`config.mk`:
```
export PLATFORM = sky130hd
export DESIGN_NAME = inv_mixcolumns_seq
export DESIGN_NICKNAME = d
export VERILOG_FILES = /design/src/rtl/inv_mixcolumns_seq.sv
export SDC_FILE = /design/constraint.sdc
export NUM_CORES = 1
export LEC_CHECK = 0
export ABC_AREA = 0
export BUFFER_PORTS_ARGS = -buffer_cell sky130_fd_sc_hd__buf_2
export CORE_ASPECT_RATIO = 1.75
export CORE_MARGIN = 4
export CORE_UTILIZATION = 30
export DETAILED_ROUTE_END_ITERATION = 16
export GPL_TIMING_DRIVEN = 0
export PLACE_DENSITY = 0.51
export SYNTH_ARGS = -nofsm -noshare
export SYNTH_HDL_FRONTEND = slang
export SYNTH_SLANG_ARGS = --single-unit
```
`constraint.sdc`:
```
create_clock -name clk -period 3.58 [get_ports clk]
set_clock_uncertainty 0.05 [all_clocks]
set_input_delay 0.179 -clock clk [delete_from_list [all_inputs] [get_ports clk]]
set_output_delay 0.179 -clock clk [all_outputs]
set_load 0.01 [all_outputs]
```
`src/rtl/inv_mixcolumns_seq.sv`:
```
// rtl/inv_mixcolumns_seq.sv - sequential AES InvMixColumns, one column per cycle
module inv_mixcolumns_seq (
  input  logic         clk,
  input  logic         rst,
  input  logic         in_valid,
  output logic         in_ready,
  input  logic [127:0] in_data,
  output logic         out_valid,
  input  logic         out_ready,
  output logic [127:0] out_data
);

  typedef enum logic [1:0] {
    IDLE = 2'd0,
    BUSY = 2'd1,
    DONE = 2'd2
  } state_t;

  state_t       state;
  state_t       state_nxt;
  logic [1:0]   col_cnt;
  logic [127:0] in_reg;
  logic [127:0] res_reg;
  logic [31:0]  col_in;
  logic [31:0]  col_out;

  // GF(2^8) multiply by x, reduced by x^8+x^4+x^3+x+1
  function automatic logic [7:0] xtime(input logic [7:0] b);
    xtime = {b[6:0], 1'b0} ^ (b[7] ? 8'h1b : 8'h00);
  endfunction

  // Products of one byte by the four InvMixColumns constants, packed {09, 0b, 0d, 0e}
  function automatic logic [31:0] inv_terms(input logic [7:0] a);
    logic [7:0] x2, x4, x8;
    x2 = xtime(a);
    x4 = xtime(x2);
    x8 = xtime(x4);
    inv_terms = {x8 ^ a, x8 ^ x2 ^ a, x8 ^ x4 ^ a, x8 ^ x4 ^ x2};
  endfunction

  // Column select: col_cnt 0 picks the top column [127:96], 3 picks [31:0]
  always_comb begin
    col_in = in_reg[31:0];
    case (col_cnt)
      2'd0:    col_in = in_reg[127:96];
      2'd1:    col_in = in_reg[95:64];
      2'd2:    col_in = in_reg[63:32];
      default: col_in = in_reg[31:0];
    endcase
  end

  // Shared single-column multiply network
  always_comb begin
    logic [31:0] t0, t1, t2, t3;
    t0 = inv_terms(col_in[31:24]);
    t1 = inv_terms(col_in[23:16]);
    t2 = inv_terms(col_in[15:8]);
    t3 = inv_terms(col_in[7:0]);
    // byte lanes of tN: [31:24]=09, [23:16]=0b, [15:8]=0d, [7:0]=0e
    col_out[31:24] = t0[7:0]   ^ t1[23:16] ^ t2[15:8]  ^ t3[31:24];
    col_out[23:16] = t0[31:24] ^ t1[7:0]   ^ t2[23:16] ^ t3[15:8];
    col_out[15:8]  = t0[15:8]  ^ t1[31:24] ^ t2[7:0]   ^ t3[23:16];
    col_out[7:0]   = t0[23:16] ^ t1[15:8]  ^ t2[31:24] ^ t3[7:0];
  end

  // Next-state logic and handshake outputs, decoded from state only
  always_comb begin
    state_nxt = state;
    in_ready  = 1'b0;
    out_valid = 1'b0;
    case (state)
      IDLE: begin
        in_ready = 1'b1;
        if (in_valid) state_nxt = BUSY;
      end
      BUSY: begin
        if (col_cnt == 2'd3) state_nxt = DONE;
      end
      DONE: begin
        out_valid = 1'b1;
        if (out_ready) state_nxt = IDLE;
      end
      default: state_nxt = IDLE;
    endcase
  end

  // State register
  always_ff @(posedge clk) begin
    if (rst) state <= IDLE;
    else     state <= state_nxt;
  end

  // Input capture, column counter and result slices; reset discards any in-flight result
  always_ff @(posedge clk) begin
    if (rst) begin
      col_cnt <= 2'd0;
      in_reg  <= 128'd0;
      res_reg <= 128'd0;
    end else begin
      if (state == IDLE && in_valid) begin
        in_reg  <= in_data;
        col_cnt <= 2'd0;
      end
      if (state == BUSY) begin
        col_cnt <= col_cnt + 2'd1;
        case (col_cnt)
          2'd0:    res_reg[127:96] <= col_out;
          2'd1:    res_reg[95:64]  <= col_out;
          2'd2:    res_reg[63:32]  <= col_out;
          default: res_reg[31:0]   <= col_out;
        endcase
      end
    end
  end

  assign out_data = res_reg;

endmodule

```
==> impl_metrics.ini, run 1 <==
[status]
status = completed

[sta]
drv_slew = 0
hold_viol = 0
setup_violations = 0
clock.fmax_mhz = 285
rsz0062_at_grt = yes
whs_ns = 0.322
tightest_slew_ns = 0.800
relSlewSlack_pct = 46.7
period_minus_slack_ns = 3.50
finalCritPeriodShare_pct = 97.9
setup_tns_ns = 0

[die]
dieArea_mm2 = 0.0468
row_count = 100
core_area_mm2 = 0.0427
ios = 262
start_util_pct = 30.4
die_width_um = 165
die_h_um = 283

[yosys]
syn_inst = 1612
syn_nets = 1749
yosysTopAreaCell = dfxtp_1
ys_ff_latch = 260
ys.flop_type = dfxtp_1
yosysSeqAreaShare_pct = 40.1
ys_top_cells_by_area = dfxtp_1 40%, xnor2_1 12%, nand2_1 11%
synth_edf_count = 0
syn_area_per_cell_um2 = 8.05
yosys.area.top_type_share_pct = 40.1
postSynth.asyncResetShare_pct = 0
netlist_area_mm2 = 0.0130
synth_cell_types = 35
yosys_warnings = 0

[job]
max_cap_violations = 0

[setup_path]
r2r_slack_ns = 0.08
end_kind = flip-flop
cp_max_fo = 5
crit_arrival_ns = 3.88
critPathKind = flip-flop to flip-flop
cp-start-kind = flip-flop
critPathRequiredTime_ns = 3.96

[grt]
grt_use_total_pct = 23.9
grt_max_degree = 15
antenna_found_initial = 0
grt_pass1_wl_um = 83100
grt_pass1_vias = 13199
gr-total-overflow = 0

[finish]
final_common_cell = nand2_1
final_cell_mix = 390 x nand2_1, 265 x buf_2, 258 x dfxtp_1, 192 x a21oi_1, 133 x xnor2_1
synthToLayoutAreaGrowth_pct = 45.9
fillerInstances = 4362
fin_util_pct = 44.4
n_antenna_cell = 0
drive_gt1_share_pct = 26.0
nets = 2261

[pwr]
ir_worst_vdd_mv = 0.305
power.density_mw_per_mm2 = 551
p_leak_nw = 7.71

[placement]
io_buffer_count = 260
gp_congestion = 0.953
dp_hpwl_um = 45000

[min_path]
hold_path_class = primary input to flip-flop

[route]
postRouteAntennaNets = 0
wire_per_inst_um = 21.1
drtPass1Iterations = 6
vias_per_cell = 4.82
drtIter0Drc = 631
drt_wl_total_um = 57100
vias = 13021
remaining_drc_errors = 0

[clock_network]
clock-sinks = 260
cts_htree_levels = 1
tritoncts.num_buffers = 26
clkTransAtPathRegs_ns = 0.07
cts_root_buf = clkbuf_16
clock_path_buffers = 3
cts_tree = done
clock_latency_ns = 0.56
[layout make-up]
type | instances | area [um2] | share of cell area (%)
flip-flops and latches | 260 | 5210 | 27.5
clock buffers | 32 | 713 | 3.77
plain buffers | 144 | 738 | 3.90
repair buffers | 484 | 3360 | 17.7
clock inverters | 15 | 170 | 0.899
multi-input cells | 1203 | 8020 | 42.4
well taps | 561 | 702 | 3.71
inverters | 5 | 18.8 | 0.0991
[layer usage]
metal  vias to the layer above  GRT usage (%)  part of all wire, %
met3                       145           2.37                  4.0
met1                      6139           23.2                   33
met2                       399           46.9                   56
met4                         0           14.0                  7.2
met5                         -              0                    0
li1                       6338              -                    -
[kinds of logic (layout without fill, tap and decap cells)]
logic type                 count (synthesis)  in the layout  share of synthesized area [%]
buffers and inverters                    149            680                           4.48
adders and majority gates                  5              5                          0.482
muxes                                     12             12                          0.936
AOI/OAI and AO/OA                        341            341                           15.8
xor gates and xnor gates                 284            284                           21.2
DFF                                      260            260                           40.1
and+or+nand+nor                          561            561                           17.0
[report_power, final]
| group | internal (mW) | switching, mW |
|---|---|---|
| clock network | 1.63 | 1.21 |
| logic | 1.92 | 2.46 |
| registers | 3.09 | 0.132 |
| total | 6.64 | 3.80 |
[what timing repair did]
action,4_1_cts,5_1_grt
setup buffers,69,26
setup endpoints to repair,128,101
pin swaps,49,37
hold buffers,130,0
gates resized for setup,158,85
endpoints found under the hold margin,131,0
[Yosys cell counts, types with 8 or more instances]
cell type	n
clkbuf_1	117
dfxtp_1	260
mux2i_1	11
o31ai_1	11
buf_2	9
nor3_1	23
nor2_1	124
nand2_1	393
a211oi_1	48
a21oi_1	204
o21ai_0	29
buf_1	16
nand3b_1	8
a222oi_1	31
xnor3_1	17
xnor2_1	172
xor2_1	93
[final timing paths]
kind,start,to,cells past startpoint
setup / recovery,col_cnt[0]$_SDFFE_PP0P_,out_data[28]$_SDFFE_PP0P_,13
hold / removal,rst,out_data[11]$_SDFFE_PP0P_,3
setup reg to reg,col_cnt[0]$_SDFFE_PP0P_,out_data[28]$_SDFFE_PP0P_,13
hold reg to reg,out_data[21]$_SDFFE_PP0P_,out_data[21]$_SDFFE_PP0P_,2
[critical path, stage by stage, from the launching register on]
cell	delay, ns
dfxtp_4	0.38
inv_2	0.05
ha_2	0.18
buf_6	0.13
buf_4	0.16
a222oi_1	0.34
buf_4	0.27
xnor2_4	0.14
xor2_2	0.18
a21oi_4	0.27
xnor3_2	0.54
xnor3_2	0.50
nand2_1	0.11
a21oi_1	0.06
[metrics by stage]
step / area [um2] / setup slack, ns / power [mW] / instances
after global placement: 15000 / -1.39 / 6.71 / 2433
after CTS: 18400 / 0.00604 / 10.3 / 2680
after detailed placement: 15000 / -1.40 / 6.72 / 2435
after global routing: 18900 / -0.0227 / 10.9 / 2704
after floorplan: 13000 / 0.142 / 5.41 / 1612
final: 18900 / 0.0751 / 10.4 / 2704
Power figures use the tool's default switching activity.
==> inputs of run 2 (changes only) <==
CORE_ASPECT_RATIO = 1.2   (was 1.75)
==> impl_metrics.ini, run 2 (synthesized netlist as in run 1, its figures left out) <==
[status]
status = complete, but fails checks
violations = negative setup slack

[clock_network]
tritoncts.num_buffers = 28
clock-sinks = 260
cts_tree = done
cts_root_buf = clkbuf_16
cts_htree_levels = 1
clkTransAtPathRegs_ns = 0.06
clock_path_buffers = 3
clock_latency_ns = 0.56

[pwr]
finalPower_mw = 10.1
power.density_mw_per_mm2 = 547
ir_worst_vdd_mv = 0.334
p_leak_nw = 7.49

[die]
start_util_pct = 30.3
row_count = 83
die_h_um = 236
core_area_mm2 = 0.0428
die_width_um = 198
dieArea_mm2 = 0.0466
ios = 262

[sta]
drv_slew = 0
rsz0062_at_grt = yes
tightest_slew_ns = 0.833
finalCritPeriodShare_pct = 101
setup_violations = 4
relSlewSlack_pct = 44.4
period_minus_slack_ns = 3.60
setup_slack_ns = -0.0218
hold_viol = 0
clock.fmax_mhz = 278

[placement]
post-place-ws_ns = -1.44
place_area_mm2 = 0.0150
gp_congestion = 0.951
dp_hpwl_um = 40100
place_inst = 2425
io_buffer_count = 260

[finish]
drive_gt1_share_pct = 23.6
fin_cells = 2678
final_common_cell = nand2_1
synthToLayoutAreaGrowth_pct = 41.7
fin_area_mm2 = 0.0184
fin_util_pct = 43.0
nets = 2245
final_cell_mix = 392 x nand2_1, 268 x buf_2, 258 x dfxtp_1, 192 x a21oi_1, 143 x xnor2_1
n_antenna_cell = 0

[min_path]
hold_path_class = primary input to flip-flop

[grt]
grt_pass1_wl_um = 77200
grt_max_degree = 15
grt_use_total_pct = 21.6
grt_pass1_vias = 12761
gr-total-overflow = 0
antenna_found_initial = 0

[route]
top_layer = met4
remaining_drc_errors = 0
postRouteAntennaNets = 0
wire_per_inst_um = 19.6
drt_wl_total_um = 52600
drtIter0Drc = 784
vias_per_cell = 4.80
drtPass1Iterations = 6
wl_met2_um = 26200
met1_length_um = 21500
vias = 12863
wl_met3_um = 2740

[setup_path]
path_delay_family = XOR/XNOR gates
critical_path.most_common_cell = xnor3_2
crit_arrival_ns = 3.97
cp_max_fo = 8
slowest_delay_ns = 0.55
critPathKind = flip-flop to flip-flop
path_cells = inv_2, ha_1, buf_2, a222oi_1, buf_4, xor2_4, xnor3_2, mux2i_4, xnor2_4, xnor3_2, nand2_1, a21oi_2
cp_slowest_cell = xnor3_2
cp-start-kind = flip-flop
critPathRequiredTime_ns = 3.95
end_kind = flip-flop
crit_buf_inv = 3

[job]
max_cap_violations = 0
-- run 2: area by class of cell --
class / instances / area (um2)
tap: 552 / 691
clock inverter: 7 / 75.1
multi-input combinational: 1203 / 7710
timing repair buffer: 467 / 3190
sequential: 260 / 5210
clock buffer: 41 / 800
inverter: 5 / 18.8
fill: 4429 / 24400
buffer: 143 / 676
-- run 2: through the flow --
stage	TNS, ns	hold slack, ns
CTS	0	0.273
global placement	-132.97	0.375
detailed placement	-132.96	0.378
floorplan	0	0.265
global route	-0.0933	0.313
finish	-0.0392	0.288
-- run 2: final timing paths --
kind,startpoint,to,slack (ns),depth (start not counted)
hold reg to reg,out_data[34]$_SDFFE_PP0P_,out_data[34]$_SDFFE_PP0P_,0.40,2
setup / recovery,col_cnt[0]$_SDFFE_PP0P_,out_data[36]$_SDFFE_PP0P_,-0.02,12
hold / removal,rst,out_data[107]$_SDFFE_PP0P_,0.29,3
setup reg to reg,col_cnt[0]$_SDFFE_PP0P_,out_data[36]$_SDFFE_PP0P_,-0.02,12
-- run 2: repair_timing --
item | 4_1_cts | 5_1_grt
pin swaps | 42 | 18
cloned | 0 | 0
setup buffers | 64 | 12
resized for setup | 130 | 48
endpoints found under the hold margin | 131 | 0
hold buffers | 130 | 0
endpoints found under the setup margin | 128 | 128
-- run 2: worst register-to-register path: stages, from the launching register on --
cell	delay [ns]
dfxtp_4	0.37
inv_2	0.04
ha_1	0.18
buf_2	0.18
a222oi_1	0.50
buf_4	0.26
xor2_4	0.19
xnor3_2	0.49
mux2i_4	0.31
xnor2_4	0.18
xnor3_2	0.55
nand2_1	0.11
a21oi_2	0.06
-- run 2: where the power goes --
group	total [mW]	switching (mW)	leakage (nW)	internal, mW
clock	2.80	1.19	0.431	1.61
combinational	4.03	2.25	4.94	1.79
sequential	3.22	0.132	2.12	3.09
total	10.1	3.56	7.49	6.49
-- run 2: layer usage --
layer  global-route usage [%]  vias up
met1                     26.1     6038
met2                     39.0      408
met5                        0        -
li1                         -     6323
met3                     2.56       94
met4                     7.97        0
